`config.mk`:
```
export PLATFORM = sky130hd
export DESIGN_NAME = start_rsp_driver
export DESIGN_NICKNAME = d
export VERILOG_FILES = /design/src/rtl/start_rsp_pkg.sv /design/src/rtl/start_rsp_driver_rise_det.sv /design/src/rtl/start_rsp_driver.sv
export SDC_FILE = /design/constraint.sdc
export NUM_CORES = 1
export LEC_CHECK = 0
export ABC_AREA = 1
export ABC_CLOCK_PERIOD_IN_PS = 2800
export BUFFER_PORTS_ARGS = -buffer_cell sky130_fd_sc_hd__buf_4
export CAP_MARGIN = 10
export CORE_ASPECT_RATIO = 1.75
export CORE_MARGIN = 10
export CORE_UTILIZATION = 45
export DETAILED_ROUTE_END_ITERATION = 8
export GPL_TIMING_DRIVEN = 0
export PLACE_DENSITY = 0.69
export SLEW_MARGIN = 10
export SYNTH_ARGS = -nofsm -noshare
export SYNTH_HDL_FRONTEND = slang
export SYNTH_SLANG_ARGS = --single-unit
```
`constraint.sdc`:
```
create_clock -name clk -period 2.8 [get_ports clk]
set_input_delay 0.28 -clock clk [delete_from_list [all_inputs] [get_ports clk]]
set_output_delay 0.28 -clock clk [all_outputs]
set_load 0.02 [all_outputs]
```
`src/rtl/start_rsp_pkg.sv`:
```
// start_rsp_pkg: shared types and helpers for the start/a/b response driver.
// Holds the FSM state encoding and the delay/hold counter width helper.
package start_rsp_pkg;

  // FSM state encoding; values are fixed so traces read the same everywhere.
  typedef enum logic [1:0] {
    IDLE  = 2'd0,
    WAIT  = 2'd1,
    DRIVE = 2'd2
  } state_t;

  // Default timing: a rise is answered on the very next posedge, for one posedge.
  localparam int DEFAULT_DELAY = 1;
  localparam int DEFAULT_HOLD  = 1;
  localparam int DEFAULT_CNT_W = 8;

  // Larger of the two timing parameters.
  function automatic int max_timing(input int delay, input int hold);
    return (delay > hold) ? delay : hold;
  endfunction

  // Width of the shared delay/hold down-counter: clog2(max(DELAY,HOLD))+1.
  // The extra bit keeps the width positive when both parameters are 1.
  function automatic int cnt_width(input int delay, input int hold);
    return $clog2(max_timing(delay, hold)) + 1;
  endfunction

endpackage

```
`src/rtl/start_rsp_driver_rise_det.sv`:
```
// rise_det: registers start and flags its rising edge.
// rise is combinational from start and the registered copy, so it is valid
// in the same cycle start first goes high. start_q resets to 0, which makes
// a start already high at reset release count as a rise on the first edge out.
module rise_det (
  input  logic clk,
  input  logic rst,
  input  logic start,
  output logic rise
);

  logic start_q;

  // Previous-cycle copy of start; cleared while reset is asserted.
  always_ff @(posedge clk) begin
    if (!rst) begin
      start_q <= 1'b0;
    end else begin
      start_q <= start;
    end
  end

  assign rise = start & ~start_q;

endmodule

```
`src/rtl/start_rsp_driver.sv`:
```
// start_rsp_driver: answers a rising edge on start by driving a and b high
// together DELAY posedges after the rise-detect edge, for HOLD posedges.
// Rises that arrive while a response is pending or being driven are dropped
// and counted. Both counters saturate.
//
// Optional build macro: START_RSP_ASSERT_EN
//   defined   -> embedded concurrent assertions on the response contract
//   undefined -> no assertion code; datapath behaviour identical
//
// Handshake: there is no back-pressure. A request is the rising edge of start
// sampled at a posedge; it is accepted only if the FSM is IDLE at that edge,
// otherwise it is dropped. The response is a&&b high on posedges
// k+DELAY .. k+DELAY+HOLD-1 for a rise accepted at edge k.
//
// dbg_state exposes the FSM state for checkers and waveform inspection.
module start_rsp_driver
  import start_rsp_pkg::*;
#(
  parameter int DELAY = DEFAULT_DELAY,
  parameter int HOLD  = DEFAULT_HOLD,
  parameter int CNT_W = DEFAULT_CNT_W
) (
  input  logic             clk,
  input  logic             rst,
  input  logic             start,
  output logic             a,
  output logic             b,
  output logic             busy,
  output logic [CNT_W-1:0] rsp_cnt,
  output logic [CNT_W-1:0] drop_cnt,
  output state_t           dbg_state
);

  localparam int CW = cnt_width(DELAY, HOLD);

  // Reload values for the down-counter. WAIT is entered on the rise edge, so
  // it only needs DELAY-2 further edges before moving to DRIVE.
  localparam logic [CW-1:0] HOLD_LD  = CW'(HOLD - 1);
  localparam logic [CW-1:0] DELAY_LD = (DELAY > 1) ? CW'(DELAY - 2) : '0;

  localparam logic [CNT_W-1:0] CNT_MAX = '1;
  localparam logic [CNT_W-1:0] CNT_ONE = CNT_W'(1);

  state_t          state;
  logic [CW-1:0]   cnt;
  logic            ab_q;
  logic            rise;

  rise_det u_rise_det (
    .clk   (clk),
    .rst   (rst),
    .start (start),
    .rise  (rise)
  );

  // Response FSM with registered a/b, busy and saturating counters.
  always_ff @(posedge clk) begin
    if (!rst) begin
      state    <= IDLE;
      cnt      <= '0;
      ab_q     <= 1'b0;
      busy     <= 1'b0;
      rsp_cnt  <= '0;
      drop_cnt <= '0;
    end else begin
      case (state)
        IDLE: begin
          if (rise) begin
            busy <= 1'b1;
            if (DELAY == 1) begin
              state <= DRIVE;
              cnt   <= HOLD_LD;
              ab_q  <= 1'b1;
              if (rsp_cnt != CNT_MAX) rsp_cnt <= rsp_cnt + CNT_ONE;
            end else begin
              state <= WAIT;
              cnt   <= DELAY_LD;
              ab_q  <= 1'b0;
            end
          end else begin
            busy <= 1'b0;
            ab_q <= 1'b0;
          end
        end

        WAIT: begin
          busy <= 1'b1;
          if (rise && (drop_cnt != CNT_MAX)) drop_cnt <= drop_cnt + CNT_ONE;
          if (cnt == '0) begin
            state <= DRIVE;
            cnt   <= HOLD_LD;
            ab_q  <= 1'b1;
            if (rsp_cnt != CNT_MAX) rsp_cnt <= rsp_cnt + CNT_ONE;
          end else begin
            cnt  <= cnt - 1'b1;
            ab_q <= 1'b0;
          end
        end

        DRIVE: begin
          // A rise on the exit edge is still dropped: acceptance needs IDLE
          // at the edge itself.
          if (rise && (drop_cnt != CNT_MAX)) drop_cnt <= drop_cnt + CNT_ONE;
          if (cnt == '0) begin
            state <= IDLE;
            ab_q  <= 1'b0;
            busy  <= 1'b0;
          end else begin
            cnt  <= cnt - 1'b1;
            ab_q <= 1'b1;
            busy <= 1'b1;
          end
        end

        default: begin
          state <= IDLE;
          cnt   <= '0;
          ab_q  <= 1'b0;
          busy  <= 1'b0;
        end
      endcase
    end
  end

  // a and b come from one flop so they can never diverge.
  assign a         = ab_q;
  assign b         = ab_q;
  assign dbg_state = state;

`ifdef START_RSP_ASSERT_EN
  // a and b always match.
  property p_ab_equal;
    @(posedge clk) disable iff (!rst) (a == b);
  endproperty

  // An accepted rise produces the a&&b window DELAY edges later for HOLD edges.
  property p_rsp_window;
    @(posedge clk) disable iff (!rst)
      (state == IDLE && rise) |-> ##DELAY (a && b) [*HOLD];
  endproperty

  // drop_cnt only moves because of a rise seen while busy.
  property p_drop_when_busy;
    @(posedge clk) disable iff (!rst)
      ($changed(drop_cnt) && $past(rst)) |-> $past(busy);
  endproperty

  a_ab_equal: assert property (p_ab_equal)
    $info("a_ab_equal pass at %0t", $time);
  else
    $error("a_ab_equal violated at %0t", $time);

  a_rsp_window: assert property (p_rsp_window)
    $info("a_rsp_window pass at %0t", $time);
  else
    $error("a_rsp_window violated at %0t", $time);

  a_drop_when_busy: assert property (p_drop_when_busy)
    $info("a_drop_when_busy pass at %0t", $time);
  else
    $error("a_drop_when_busy violated at %0t", $time);
`endif

endmodule

```
Word-level counts from Yosys, hierarchy flattened
Cells that the tools add are included.
{ "op_classes": {"add_sub_neg": 3, "n_eq_ne": 7, "muxes": 16, "bitwise_logic": 2, "n_reduce_logical": 7} }
{ "ops": {"columns": ["operator", "count"], "rows": [
  ["$mux W8", 3],
  ["$add A8 B1 Y8 const B", 2],
  ["$ne A8 B8 Y1 const B", 2],
  ["$pmux W8 S2", 1],
  ["$mux W2", 3],
  ["$ne A2 B2 Y1 const B", 3],
  ["$pmux W1 S3", 2],
  ["$pmux W2 S3", 1],
  ["$reduce_and A3 Y1", 2],
  ["$mux W1", 5],
  ["$eq A2 B1 Y1 const B", 1],
  ["$eq A2 B2 Y1 const B", 1],
  ["$logic_not A2 Y1", 1],
  ["$pmux W1 S2", 1],
  ["$reduce_and A2 Y1", 1],
  ["$reduce_bool A2 Y1", 1],
  ["$reduce_or A2 Y1", 1],
  ["$and A1 B1 Y1", 1],
  ["$logic_and A1 B1 Y1", 1],
  ["$not A1 Y1", 1],
  ["$sub A1 B1 Y1 const B", 1]
]} }
{ "totals": {"ff_bits": 22, "in_bits": 3, "out_inout_bits": 21, "wordCells": 42} }

Depth between registers and ports, before layout
{ "depth": {"depth_word": 4, "depth_mapped": 9, "mapped_depth_nobuf": 9} }

Hierarchy
Synthesis repeated with hierarchy kept, for this count alone.
{ "unflattened": {"cells_unflattened": 155, "area_unflattened_um2": 1044.8} }
{ "modules_own_cells": {"columns": ["mod", "instances", "cells_per_inst", "area_each_um2", "seq_area_each_um2"], "rows": [
  ["start_rsp_driver", 1, 150, 1007.2, 360.3],
  ["rise_det", 1, 5, 37.5, 20.0]
]} }

Worst setup path before layout
Ideal clock, no wire load.
{ "synth_path": {"kind": "flip-flop to flip-flop", "start": "register rsp_cnt[0]", "end": "register rsp_cnt[1]", "arrival_time_ps": 1269, "path_slack_ps": 1416, "path_stages_with_launch": 9, "n_path_buf": 0, "period_less_slack_ps": 1384, "cell_sequence": "dfxtp_1 ha_1 nand2_2 nor2_2 nand3_2 nand2_2 inv_2 nor2_1 nor2_1"} }
{ "synth_via": {"elab_chain_len": 4} }
{ "synth_rtl": {"columns": ["item", "line_no", "text"], "rows": [
  ["from (decl)", "start_rsp_driver.sv:29", "output logic [CNT_W-1:0] rsp_cnt,"],
  ["from (signal assigned)", "start_rsp_driver.sv:74", "if (rsp_cnt != CNT_MAX) rsp_cnt <= rsp_cnt + CNT_ONE;"],
  ["from (signal assigned)", "start_rsp_driver.sv:93", "if (rsp_cnt != CNT_MAX) rsp_cnt <= rsp_cnt + CNT_ONE;"],
  ["$add A8 B1 Y8 or $ne A8 B8 Y1 (tied branches)", "start_rsp_driver.sv:74, start_rsp_driver.sv:93", null],
  ["$mux W8 *", "start_rsp_driver.sv:74, start_rsp_driver.sv:93", null],
  ["$mux W8 (on tied branches)", "start_rsp_driver.sv:89, start_rsp_driver.sv:68", null],
  ["$pmux W8 S2 *", "start_rsp_driver.sv:66", "case (state)"]
]} }
Mark *: on every way between the ends. The rest lies on a longest branch, timed or not. The select of a mux whose other input is x is not followed.
A chain may end at the register's enable or synchronous reset.

Final worst setup path
{ "layout_path": {"start": "register drop_cnt[0]", "end": "register drop_cnt[7]"} }
{ "layout_via": {"elab_chain_len": 3} }
{ "layout_rtl": {"columns": ["item", "line_no", "text"], "rows": [
  ["from (decl)", "start_rsp_driver.sv:30", "output logic [CNT_W-1:0] drop_cnt,"],
  ["from (signal assigned)", "start_rsp_driver.sv:88", "if (rise && (drop_cnt != CNT_MAX)) drop_cnt <= drop_cnt + CNT_ONE;"],
  ["from (signal assigned)", "start_rsp_driver.sv:103", "if (rise && (drop_cnt != CNT_MAX)) drop_cnt <= drop_cnt + CNT_ONE;"],
  ["branches (longest 3 deep; another with $add A8 B1 Y8)", null, null]
]} }
Several ways; the timed one is not identified.

==> summary.txt <==
Outcome
  • Status: complete, no violations

Critical path
  • CP max stage delay: 350 ps
  • CP Class: flip-flop to flip-flop
  • Crit path cell chain: ha_1, nand2_1, nor2_2, a21oi_2, nand3_1, nand2_1, nor2_1
  • Crit path top cell by count: nand2_1
  • Worst path buffer plus inverter count: 0
  • Startpoint types: flip-flop
  • Crit path max fanout: 7
  • Crit-path slowest cell: dfxtp_1
  • Worst EP arrival: 1550 ps
  • Setup crit end kind: flip-flop
  • Worst EP required: 3000 ps
  • CP delay by family, top: simple AND/OR/NAND/NOR gates

Synth
  • Post-synth top area share: 36.85%
  • EDFF count, synth: 0
  • Async set-reset flop share out of synthesis: 0%
  • Synthesized instance count: 151
  • Top cells by count, synth: 33 x nand2_1, 23 x nor2_1, 19 x dfxtp_1, 18 x inv_1, 10 x nand3_1
  • Seq/Total Area, Yosys: 36.85%
  • Most numerous cell in the Yosys netlist: nand2_1
  • Primary FF master, synth: dfxtp_1
  • Yosys reg bits: 19
  • Largest cells by area after synthesis: dfxtp_1 37%, nand2_1 12%, nor2_1 8.4%, inv_1 6.5%, nand3_1 4.8%
  • Yosys top cell by area: dfxtp_1
  • Syn Area/Cell: 6.836 um^2
  • Synthesized area: 0.001032 mm^2
  • Yosys Warn Count: 0
  • Netlist cell types: 23
  • Syn nets: 156

Finish
  • Fin util: 58.10%
  • Layout Nets: 182
  • Diodes inserted: 0
  • Synthesis-to-finish area growth: 20.85%
  • Layout Cells excl Fill: 200
  • Layout cell share with drive strength beyond 1: 30.68%

Global route
  • Antenna violations before repair: 0
  • GRT Residual Overflow: 0
  • Pin count of the biggest net entering global routing: 12
  • Number of global-route vias before repair: 928
  • First-pass GRT wire length: 3719 um
  • GRT Total Usage: 8.993%

Clock network
  • Htree depth: 1
  • Worst-path clk slew: 110 ps
  • Clock buffer count from CTS: 3
  • Post-CTS setup repair buffer count: 0
  • Clk Latency, worst-skew pair: 290 ps
  • Hold buffers post-CTS: 0
  • CTS tree: yes
  • Clock root buffer: clkbuf_4
  • Post-cts sizing count: 0
  • TritonCTS Sinks: 19
  • CTS Buffer Depth: 2

Power and ir drop
  • Leakage: 0.5928 nW
  • VDD IR-drop max: 0.2965 mV
  • PwrDens: 390.9 mW/mm^2

Place
  • DP Wirelength: 1787 um
  • Dpl cells: 196
  • Gpl congestion: 0.7937
  • PortBufs: 21

Floorplanning
  • Core box area: 0.002147 mm^2
  • Rows: 22
  • Die H: 83.36 um
  • Die area: 0.004685 mm^2
  • I/O pin cnt: 24
  • Die Width: 56.21 um
  • Starting density of the core: 48.08%

Drt
  • Vias: 946
  • Initial drt markers: 16
  • Routed WL: 2135 um
  • DRC viols: 0
  • DR vias/cell: 4.730
  • First-pass detailed-route iteration total: 4
  • Antenna-violating nets left: 0
  • WL/cell: 10.68 um

Timing
  • Fin. Hold Viols: 0
  • Fin crit share: 48.33%
  • Tmin final: 1353 ps
  • Hold WS: 188.2 ps
  • Final count of negative-setup-slack endpoints: 0
  • Fmax: 0.7390 GHz
  • Setup TNS: 0 ps
  • Slew Viols, Final: 0
  • RSZ-0062 raised after global routing: false
  • Fin Clk Skew: 2.214 ps

Flow run
  • Max Cap Violations: 0

Worst hold path
  • Class of the worst hold path: input pin to flip-flop
state kept, by name, summed over array words and instances (netlist names):
signal,count
drop_cnt,8
rsp_cnt,8
dbg_state,1
busy,1
u_rise_det.start_q,1
worst min-delay path: stages:
cell and delay, ps:
buf_4 100, nand2_1 40, inv_1 40
cells in the final DEF, fill, tap and decap left out:
cell	count
nand2_1	33
nor2_8	1
o21ai_1	2
nand2_4	1
or2_2	1
a21oi_2	1
nand2_2	5
inv_2	4
nand3_2	2
conb_1	1
a21oi_1	7
a31oi_1	1
inv_1	18
clkbuf_4	3
clkinv_2	1
nor3_1	2
o21bai_1	1
dfxtp_1	19
nand3_1	10
o21ai_0	3
buf_4	26
ha_1	2
nor2_1	23
nor2_4	1
nor2_2	8
layout make-up:
class / count / area, um^2
tap: 24 / 30.03
timing repair buffer: 21 / 157.7
multi-input combinational: 105 / 531.8
clock inverter: 1 / 5.005
sequential: 19 / 380.4
clock buffer: 3 / 22.52
inverter: 22 / 82.58
fill: 213 / 899.6
buffer: 5 / 37.54
per-layer routing:
metal  track usage, %  wire [um]  vias to the layer above
li1                 -          -                      510
met1            8.628        856                      421
met2            17.66       1161                       13
met3            2.134         96                        2
met4            2.626         21                        0
met5                0          0                        -
cell families (layout without fill, tap and decap cells):
| kind of cell | after synthesis | in the layout | share of synthesized area [%] |
|---|---|---|---|
| AO/OA/AOI/OAI | 15 | 15 | 8.000 |
| buffers and inverters | 27 | 52 | 11.64 |
| adder cells (fa/ha/maj) | 2 | 2 | 2.424 |
| flip-flops | 19 | 19 | 36.85 |
| other | 1 | 1 | 0.3633 |
| AND/OR/NAND/NOR | 87 | 87 | 40.73 |
stage by stage:
step / cell area (um^2) / setup WS [ps] / total power (W)
floorplan: 1032 / 1416 / 0.0003377
global placement: 1220 / 1473 / 0.0003580
detailed placement: 1220 / 1450 / 0.0003599
CTS: 1247 / 1437 / 0.0004937
global route: 1247 / 1267 / 0.0005087
finish: 1247 / 1447 / 0.0004876
worst paths after layout:
kind,from,endpoint,slack (ps),cells past startpoint
setup / recovery,drop_cnt[0],drop_cnt[7],1450,7
hold / removal,start,u_rise_det.start_q,190,3
setup reg to reg,drop_cnt[0],drop_cnt[7],1450,7
hold reg to reg,rsp_cnt[1],rsp_cnt[1],530,2
power breakdown:
| part | internal [W] | switching, W |
|---|---|---|
| Sequential | 0.000277 | 0.00000861 |
| Clock | 0.0000530 | 0.0000824 |
| Combinational | 0.0000270 | 0.0000395 |
| Total | 0.000357 | 0.000130 |
(Power assumes the default switching activity.)
